`src/rtl/cascade_sequencer_pkg.sv`:
```
// Shared constants, types and helpers for the cascade window sequencer.
// Holds frame geometry, per-stage thresholds, the FSM state set and the detection record.
package cascade_pkg;

    localparam int W_STDDEV       = 36;
    localparam int W_SUM          = 18;
    localparam int N_STAGES       = 25;
    localparam int IMG_WIDTH      = 41;
    localparam int IMG_HEIGHT     = 50;
    localparam int FEATURE_WIDTH  = 25;
    localparam int FEATURE_HEIGHT = 25;

    localparam int N_WX    = IMG_WIDTH - FEATURE_WIDTH + 1;
    localparam int N_WY    = IMG_HEIGHT - FEATURE_HEIGHT + 1;
    localparam int W_STAGE = $clog2(N_STAGES);
    localparam int W_X     = $clog2(N_WX);
    localparam int W_Y     = $clog2(N_WY);

    // Thresholds are narrower than the stage sum; the compare widens both operands.
    localparam int W_THR = 16;
    localparam int W_CMP = (W_SUM > W_THR) ? W_SUM : W_THR;

    localparam logic [W_STDDEV-1:0] MIN_STDDEV = 36'd1000;

    localparam logic signed [W_THR-1:0] STAGE_THR [N_STAGES] = '{
        -16'sd120,  -16'sd80,   -16'sd50,   16'sd0,     16'sd35,
         16'sd70,    16'sd110,   16'sd150,  -16'sd200,   16'sd260,
         16'sd300,  -16'sd310,   16'sd400,   16'sd455,   16'sd512,
        -16'sd600,   16'sd700,   16'sd800,   16'sd950,   16'sd1024,
        -16'sd1500,  16'sd2047,  16'sd4000, -16'sd8000,  16'sd16000
    };

    typedef enum logic [2:0] {
        S_IDLE     = 3'd0,
        S_WAIT_SD  = 3'd1,
        S_ISSUE    = 3'd2,
        S_WAIT_SUM = 3'd3,
        S_RELEASE  = 3'd4,
        S_REPORT   = 3'd5,
        S_DONE     = 3'd6
    } state_e;

    typedef struct packed {
        logic [W_X-1:0]     x;
        logic [W_Y-1:0]     y;
        logic               hit;
        logic [W_STAGE-1:0] stage;
    } det_t;

    // A stage passes when its sum is at or above the threshold (two's complement).
    function automatic logic stage_pass(input logic signed [W_SUM-1:0] sum,
                                        input logic signed [W_THR-1:0] thr);
        logic signed [W_CMP-1:0] sum_x;
        logic signed [W_CMP-1:0] thr_x;
        sum_x = W_CMP'(sum);
        thr_x = W_CMP'(thr);
        return (sum_x >= thr_x);
    endfunction

endpackage

```
`src/rtl/cascade_sequencer_if.sv`:
```
// Handshake bundle between the sequencer (master) and the stddev, classifier,
// window-buffer and result-consumer peers (slave).
interface cascade_sequencer_if;
    import cascade_pkg::*;

    logic                      stddev_valid;
    logic                      stddev_ready;
    logic [W_STDDEV-1:0]       stddev_data;

    logic                      stage_valid;
    logic                      stage_ready;
    logic [W_STAGE-1:0]        stage_data;

    logic                      sum_valid;
    logic                      sum_ready;
    logic signed [W_SUM-1:0]   sum_data;

    logic                      release_valid;
    logic                      release_ready;

    logic                      det_valid;
    logic                      det_ready;
    logic [W_X-1:0]            det_x;
    logic [W_Y-1:0]            det_y;
    logic                      det_hit;
    logic [W_STAGE-1:0]        det_stage;

    modport master (
        input  stddev_valid, stddev_data,
        output stddev_ready,
        output stage_valid, stage_data,
        input  stage_ready,
        input  sum_valid, sum_data,
        output sum_ready,
        output release_valid,
        input  release_ready,
        output det_valid, det_x, det_y, det_hit, det_stage,
        input  det_ready
    );

    modport slave (
        output stddev_valid, stddev_data,
        input  stddev_ready,
        input  stage_valid, stage_data,
        output stage_ready,
        output sum_valid, sum_data,
        input  sum_ready,
        input  release_valid,
        output release_ready,
        input  det_valid, det_x, det_y, det_hit, det_stage,
        output det_ready
    );

endinterface

```
`src/rtl/cascade_sequencer_win_pos_cnt.sv`:
```
// Raster-order window origin counter: x runs fastest, y advances when x wraps.
// Shared with the multi-scale driver, so geometry is fully parameterised.
module win_pos_cnt #(
    parameter int N_WX = 17,
    parameter int N_WY = 26,
    parameter int W_X  = 5,
    parameter int W_Y  = 5
) (
    input  logic           clk,
    input  logic           rst,
    input  logic           clr,
    input  logic           inc,
    output logic [W_X-1:0] x,
    output logic [W_Y-1:0] y,
    output logic           last
);

    localparam logic [W_X-1:0] X_MAX = W_X'(N_WX - 1);
    localparam logic [W_Y-1:0] Y_MAX = W_Y'(N_WY - 1);

    logic [W_X-1:0] x_q, x_d;
    logic [W_Y-1:0] y_q, y_d;

    // Next position: clear wins over increment; both axes wrap at their limits.
    always_comb begin
        x_d = x_q;
        y_d = y_q;
        if (clr) begin
            x_d = '0;
            y_d = '0;
        end else if (inc) begin
            if (x_q == X_MAX) begin
                x_d = '0;
                if (y_q == Y_MAX) begin
                    y_d = '0;
                end else begin
                    y_d = y_q + W_Y'(1);
                end
            end else begin
                x_d = x_q + W_X'(1);
            end
        end else begin
            x_d = x_q;
            y_d = y_q;
        end
    end

    // Position registers.
    always_ff @(posedge clk or negedge rst) begin
        if (!rst) begin
            x_q <= '0;
            y_q <= '0;
        end else begin
            x_q <= x_d;
            y_q <= y_d;
        end
    end

    assign x    = x_q;
    assign y    = y_q;
    assign last = (x_q == X_MAX) && (y_q == Y_MAX);

endmodule

```
`src/rtl/cascade_sequencer.sv`:
```
// Window-level cascade controller: gates each window on its stddev, walks the
// classifier stages until one fails, releases the buffer and reports the result.
module cascade_sequencer (
    input  logic                clk,
    input  logic                rst,
    input  logic                start,
    output logic                busy,
    output logic                done,
    cascade_sequencer_if.master bus
);
    import cascade_pkg::*;

    localparam logic [2:0] ST_IDLE     = S_IDLE;
    localparam logic [2:0] ST_WAIT_SD  = S_WAIT_SD;
    localparam logic [2:0] ST_ISSUE    = S_ISSUE;
    localparam logic [2:0] ST_WAIT_SUM = S_WAIT_SUM;
    localparam logic [2:0] ST_RELEASE  = S_RELEASE;
    localparam logic [2:0] ST_REPORT   = S_REPORT;
    localparam logic [2:0] ST_DONE     = S_DONE;

    localparam logic [W_STAGE-1:0] LAST_STAGE = W_STAGE'(N_STAGES - 1);

    logic [2:0]         state_q, state_d;
    logic [W_STAGE-1:0] stage_q, stage_d;
    logic               hit_q, hit_d;

    logic stddev_ready_q;
    logic stage_valid_q;
    logic sum_ready_q;
    logic release_valid_q;
    logic det_valid_q;
    logic busy_q;
    logic done_q;

    logic sd_hs_s, stage_hs_s, sum_hs_s, rel_hs_s, det_hs_s;
    logic flat_s, pass_s, cnt_clr_s, last_s;
    logic [W_X-1:0] x_s;
    logic [W_Y-1:0] y_s;
    det_t           det_s;

    assign sd_hs_s    = bus.stddev_valid  && stddev_ready_q;
    assign stage_hs_s = stage_valid_q     && bus.stage_ready;
    assign sum_hs_s   = bus.sum_valid     && sum_ready_q;
    assign rel_hs_s   = release_valid_q   && bus.release_ready;
    assign det_hs_s   = det_valid_q       && bus.det_ready;

    assign flat_s    = (bus.stddev_data < MIN_STDDEV);
    assign pass_s    = stage_pass(bus.sum_data, STAGE_THR[stage_q]);
    assign cnt_clr_s = (state_q == ST_IDLE);

    win_pos_cnt #(
        .N_WX (N_WX),
        .N_WY (N_WY),
        .W_X  (W_X),
        .W_Y  (W_Y)
    ) u_pos (
        .clk  (clk),
        .rst  (rst),
        .clr  (cnt_clr_s),
        .inc  (det_hs_s),
        .x    (x_s),
        .y    (y_s),
        .last (last_s)
    );

    // Window FSM: next state plus the stage index and hit flag being built up.
    always_comb begin
        state_d = state_q;
        stage_d = stage_q;
        hit_d   = hit_q;
        case (state_q)
            ST_IDLE: begin
                stage_d = '0;
                hit_d   = 1'b0;
                if (start) begin
                    state_d = ST_WAIT_SD;
                end else begin
                    state_d = ST_IDLE;
                end
            end
            ST_WAIT_SD: begin
                if (sd_hs_s) begin
                    stage_d = '0;
                    if (flat_s) begin
                        hit_d   = 1'b0;
                        state_d = ST_RELEASE;
                    end else begin
                        state_d = ST_ISSUE;
                    end
                end else begin
                    state_d = ST_WAIT_SD;
                end
            end
            ST_ISSUE: begin
                if (stage_hs_s) begin
                    state_d = ST_WAIT_SUM;
                end else begin
                    state_d = ST_ISSUE;
                end
            end
            ST_WAIT_SUM: begin
                if (sum_hs_s) begin
                    if (!pass_s) begin
                        hit_d   = 1'b0;
                        state_d = ST_RELEASE;
                    end else if (stage_q == LAST_STAGE) begin
                        hit_d   = 1'b1;
                        state_d = ST_RELEASE;
                    end else begin
                        stage_d = stage_q + W_STAGE'(1);
                        state_d = ST_ISSUE;
                    end
                end else begin
                    state_d = ST_WAIT_SUM;
                end
            end
            ST_RELEASE: begin
                if (rel_hs_s) begin
                    state_d = ST_REPORT;
                end else begin
                    state_d = ST_RELEASE;
                end
            end
            ST_REPORT: begin
                // last_s still reflects the window being reported this cycle.
                if (det_hs_s) begin
                    if (last_s) begin
                        state_d = ST_DONE;
                    end else begin
                        state_d = ST_WAIT_SD;
                    end
                end else begin
                    state_d = ST_REPORT;
                end
            end
            ST_DONE: begin
                state_d = ST_IDLE;
            end
            default: begin
                state_d = ST_IDLE;
            end
        endcase
    end

    // State, datapath and handshake flags; flags are registered from the next state.
    always_ff @(posedge clk or negedge rst) begin
        if (!rst) begin
            state_q         <= ST_IDLE;
            stage_q         <= '0;
            hit_q           <= 1'b0;
            stddev_ready_q  <= 1'b0;
            stage_valid_q   <= 1'b0;
            sum_ready_q     <= 1'b0;
            release_valid_q <= 1'b0;
            det_valid_q     <= 1'b0;
            busy_q          <= 1'b0;
            done_q          <= 1'b0;
        end else begin
            state_q         <= state_d;
            stage_q         <= stage_d;
            hit_q           <= hit_d;
            stddev_ready_q  <= (state_d == ST_WAIT_SD);
            stage_valid_q   <= (state_d == ST_ISSUE);
            sum_ready_q     <= (state_d == ST_WAIT_SUM);
            release_valid_q <= (state_d == ST_RELEASE);
            det_valid_q     <= (state_d == ST_REPORT);
            busy_q          <= (state_d != ST_IDLE);
            done_q          <= (state_d == ST_DONE);
        end
    end

    assign det_s = '{x: x_s, y: y_s, hit: hit_q, stage: stage_q};

    assign busy              = busy_q;
    assign done              = done_q;
    assign bus.stddev_ready  = stddev_ready_q;
    assign bus.stage_valid   = stage_valid_q;
    assign bus.stage_data    = stage_q;
    assign bus.sum_ready     = sum_ready_q;
    assign bus.release_valid = release_valid_q;
    assign bus.det_valid     = det_valid_q;
    assign bus.det_x         = det_s.x;
    assign bus.det_y         = det_s.y;
    assign bus.det_hit       = det_s.hit;
    assign bus.det_stage     = det_s.stage;

endmodule

```
`src/flat_wrapper.sv`:
```
// flat-port wrapper written by rule: the top's interface ports become plain ports
module cascade_sequencer_flat import cascade_pkg::*;
  (clk, rst, start, busy, done, bus_stddev_valid, bus_stddev_data, bus_stddev_ready, bus_stage_valid, bus_stage_data, bus_stage_ready, bus_sum_valid, bus_sum_data, bus_sum_ready, bus_release_valid, bus_release_ready, bus_det_valid, bus_det_x, bus_det_y, bus_det_hit, bus_det_stage, bus_det_ready);
  cascade_sequencer_if bus_i ();
  input  logic clk;
  input  logic rst;
  input  logic start;
  output logic busy;
  output logic done;
  input wire logic [$bits(bus_i.stddev_valid)-1:0] bus_stddev_valid;
  input wire logic [$bits(bus_i.stddev_data)-1:0] bus_stddev_data;
  output wire logic [$bits(bus_i.stddev_ready)-1:0] bus_stddev_ready;
  output wire logic [$bits(bus_i.stage_valid)-1:0] bus_stage_valid;
  output wire logic [$bits(bus_i.stage_data)-1:0] bus_stage_data;
  input wire logic [$bits(bus_i.stage_ready)-1:0] bus_stage_ready;
  input wire logic [$bits(bus_i.sum_valid)-1:0] bus_sum_valid;
  input wire logic [$bits(bus_i.sum_data)-1:0] bus_sum_data;
  output wire logic [$bits(bus_i.sum_ready)-1:0] bus_sum_ready;
  output wire logic [$bits(bus_i.release_valid)-1:0] bus_release_valid;
  input wire logic [$bits(bus_i.release_ready)-1:0] bus_release_ready;
  output wire logic [$bits(bus_i.det_valid)-1:0] bus_det_valid;
  output wire logic [$bits(bus_i.det_x)-1:0] bus_det_x;
  output wire logic [$bits(bus_i.det_y)-1:0] bus_det_y;
  output wire logic [$bits(bus_i.det_hit)-1:0] bus_det_hit;
  output wire logic [$bits(bus_i.det_stage)-1:0] bus_det_stage;
  input wire logic [$bits(bus_i.det_ready)-1:0] bus_det_ready;
  assign bus_i.stddev_valid = bus_stddev_valid;
  assign bus_i.stddev_data = bus_stddev_data;
  assign bus_stddev_ready = bus_i.stddev_ready;
  assign bus_stage_valid = bus_i.stage_valid;
  assign bus_stage_data = bus_i.stage_data;
  assign bus_i.stage_ready = bus_stage_ready;
  assign bus_i.sum_valid = bus_sum_valid;
  assign bus_i.sum_data = bus_sum_data;
  assign bus_sum_ready = bus_i.sum_ready;
  assign bus_release_valid = bus_i.release_valid;
  assign bus_i.release_ready = bus_release_ready;
  assign bus_det_valid = bus_i.det_valid;
  assign bus_det_x = bus_i.det_x;
  assign bus_det_y = bus_i.det_y;
  assign bus_det_hit = bus_i.det_hit;
  assign bus_det_stage = bus_i.det_stage;
  assign bus_i.det_ready = bus_det_ready;
  cascade_sequencer u_core (.clk(clk), .rst(rst), .start(start), .busy(busy), .done(done), .bus(bus_i));
endmodule
```
`config.mk`:
```
export PLATFORM = sky130hd
export DESIGN_NAME = cascade_sequencer_flat
export DESIGN_NICKNAME = d
export VERILOG_FILES = /design/src/rtl/cascade_sequencer_pkg.sv /design/src/rtl/cascade_sequencer_if.sv /design/src/rtl/cascade_sequencer_win_pos_cnt.sv /design/src/rtl/cascade_sequencer.sv /design/src/flat_wrapper.sv
export SDC_FILE = /design/constraint.sdc
export NUM_CORES = 1
export LEC_CHECK = 0
export ABC_AREA = 1
export CAP_MARGIN = 20
export CORE_MARGIN = 2
export CORE_UTILIZATION = 50
export CTS_CLUSTER_SIZE = 30
export DETAILED_ROUTE_END_ITERATION = 16
export PLACE_DENSITY = 0.93
export SYNTH_ARGS = -nofsm -noshare
export SYNTH_HDL_FRONTEND = slang
export SYNTH_SLANG_ARGS = --single-unit
```
`constraint.sdc`:
```
create_clock -name clk -period 5.82 [get_ports clk]
set_input_delay 1.164 -clock clk [delete_from_list [all_inputs] [get_ports clk]]
set_output_delay 1.164 -clock clk [all_outputs]
set_load 0.1 [all_outputs]
```
==> impl_results.md <==
* Gate Count Post-Synth at 371
* Nets at 546
* Sequential cell area fraction in the yosys report at 25.1%
* Top-count cell post-synth: nand2_1
* Row count at 26
* Die ar. at 5770 µm²
* TritonCTS clock tree: built
* Total grt overflow at 0
* Mean Syn Cell Area at 6.97 µm²
* Leakage at 0.00172 µW
* Critical path capture point type: flip-flop
* Power, Total at 1190 µW
* Unrepaired setup endpoints after global routing: no
* H-tree levels at 1
* Routability Congestion at 0.856
* Hold buffers post-CTS at 0
* Outcome: finished, final reports clean
* Final Hold Viols at 0
* Netlist cell types at 44
* Worst hold stages at 2
* Die width at 75.9 µm
* Worst R2R Path Depth at 21
* Initial Utilization at 51.3%
* CTS resizes at 0
* Hold WS at 514 ps
* Initial antenna violation count at 0
* Routed Antenna Nets at 0
* Reg2Reg Setup Slack at 2230 ps
* Crit Path Category: reg2reg
* Synth area leaders: dfrtp_1 25%, ha_1 15%, nand2_1 12%
* Clock root buffer: clkbuf_8
* Tmin final at 3590 ps
* Fillcell total at 391
* Hold Path Class: reg2reg
* DR iter-0 viols at 245
* Synth cell count leaders: 83 x nand2_1, 45 x inv_1, 44 x nor2_1
* HP Start: u_core.bus.det_hit
* Worst EP required at 5970 ps
* First-pass GRT wire length at 12.0 mm
* Skew-Pair Late Insertion Delay at 280 ps
* Largest net degree at the start of global routing at 19
* Post-CTS setup buffer count at 0
* EDFF count, synth at 0
* Worst-Margin Slew at 1020 ps
* Routed length per instance at 13.1 µm
* Post-Syn Area at 2590 µm²
* Min-Delay Endpoint: u_core.bus.det_hit
* Yosys top cell by area: dfrtp_1
* Top_reg_cell synth: dfrtp_1
* Slew HR at 31.9%
* R2r endpoint: u_core.busy
* Core region area at 5040 µm²
* Vias per inst at 5.27
* Vias in the first global route at 2838
* Fmax at 0.279 GHz
* CP arrival at 3740 ps
* Post-synth net total at 464
* Clk pin slew, worst setup/hold paths at 100 ps
* Area Growth Syn to Fin at 38.2%
* Synth Warn # at 0
* Final TNS setup at 0 ps
* Clk sink count at 26
* Drt total wl at 6.82 mm
* Maximum vdd drop at 0.000368 V
* Synth Register Bits at 26
* CP startpoint kind: flip-flop
* Worst reg2reg path startpoint: u_core.bus.det_stage[0]
* DP Wirelength at 5.43 mm
* Die Y at 75.9 µm
* Share of layout cells above drive strength 1 at 8.19%
* DRT Pass-1 Iters at 4
* DR vias at 2753
* Fin util at 70.9%
* Post-synth top area share at 25.1%
* Total GRT Usage at 24.3%
* Clock skew at 3.18 ps
* Ports at 90
* FFs w/ async S/R, synth at 100%
* Bufs on Longest Clock Path at 2
* Pwr Density at 332 nW/µm²
* Ant diodes at 0
* Drt drc at 0
* Max_cap viols at 0
* Period utilization at 61.6%
* Buffers on Ports at 86
* Worst Path Max Fanout at 11
* Final setup viols at 0
* Fin. max-slew vios at 0
* Clock buffer count from CTS at 3
-- how the worst max path moves through the flow --
stage	to	cells past startpoint	startpoint	slack [ps]
after CTS	u_core.bus.det_valid	20	u_core.bus.det_stage[0]	2240
after detailed placement	u_core.bus.det_valid	20	u_core.bus.det_stage[0]	2270
final	u_core.busy	21	u_core.bus.det_stage[0]	2230
after global placement	u_core.bus.det_valid	19	u_core.bus.det_stage[2]	2420
after floorplan	u_core.bus.det_stage[1]	21	u_core.bus.det_stage[0]	2100
after global routing	u_core.bus.det_valid	17	u_core.bus.det_stage[2]	1910
-- flip-flops by register name, summed over array words and instances, names as in the netlist, 3 cells and up --
register / cells
u_core.bus.det_stage: 5
u_core.u_pos.y: 5
u_core.state_q: 3
u_core.u_pos.x: 5
-- power breakdown --
group | leakage (µW) | internal, µW | switching (µW)
Sequential | 0.000347 | 220 | 44.6
Clock | 0.0000357 | 92.1 | 61.6
Combinational | 0.00134 | 226 | 542
-- final cells by class --
cell class | instances | area, µm² | area share [%]
clock buffer | 3 | 41.3 | 1.16
clock inverter | 1 | 30.0 | 0.840
inverter | 51 | 191 | 5.36
multi-input combinational | 284 | 1690 | 47.1
sequential | 26 | 651 | 18.2
tap | 70 | 87.6 | 2.45
timing repair buffer | 87 | 888 | 24.9
-- metrics by stage --
step	instances	instance area [µm²]	worst slack, ps
6_report	522	3570	2230
5_1_grt	522	3570	1910
4_1_cts	522	3570	2240
3_5_place_dp	518	3500	2270
3_3_place_gp	517	3480	2420
2_1_floorplan	371	2590	2100
-- worst max-delay path, cell delays in order (launching register included) --
cell and delay, ps:
dfrtp_1 580, inv_1 210, ha_1 460, nand2_1 100, nand2_1 90, nand2_1 50
nand2_1 130, nor2_1 60, a21oi_1 290, ha_1 350, nand2_2 100, inv_1 40
nand2_1 50, nand2_1 50, a21oi_1 210, nand3_2 100, nand2_1 110, nand3_4 110
nand2_4 100, nand2_2 70, nor2_1 120, nand3_1 70
-- placed cells by master (no fill, tap or decap), types with 6 or more instances in the layout --
cell              n
nor2_1           44
nand2_1          83
inv_1            45
clkdlybuf4s50_1  86
nand2_2           6
o21ai_0          18
dfrtp_1          26
ha_1             31
a21oi_1          21
nand3_1          24
-- logic make-up (layout without fill, tap and decap cells) --
logic type                 after synthesis  in the layout  synth area share, %
adders and majority gates               31             31                 15.0
and+or+nand+nor                        189            189                 35.2
xor gates and xnor gates                 4              4                 1.35
AOI/OAI and AO/OA                       59             59                 13.2
DFF                                     26             26                 25.1
buffers and inverters                   61            142                 9.72
muxes                                    1              1                0.387
-- per-layer routing --
layer | GRT usage [%] | up-vias | share of wire, %
met1 | 28.2 | 1250 | 40
met2 | 45.1 | 118 | 52
met3 | 3.81 | 15 | 6.4
met5 | 0 | - | 0
met4 | 8.91 | 0 | 1.7
li1 | - | 1370 | -
Power figures use the tool's default switching activity.
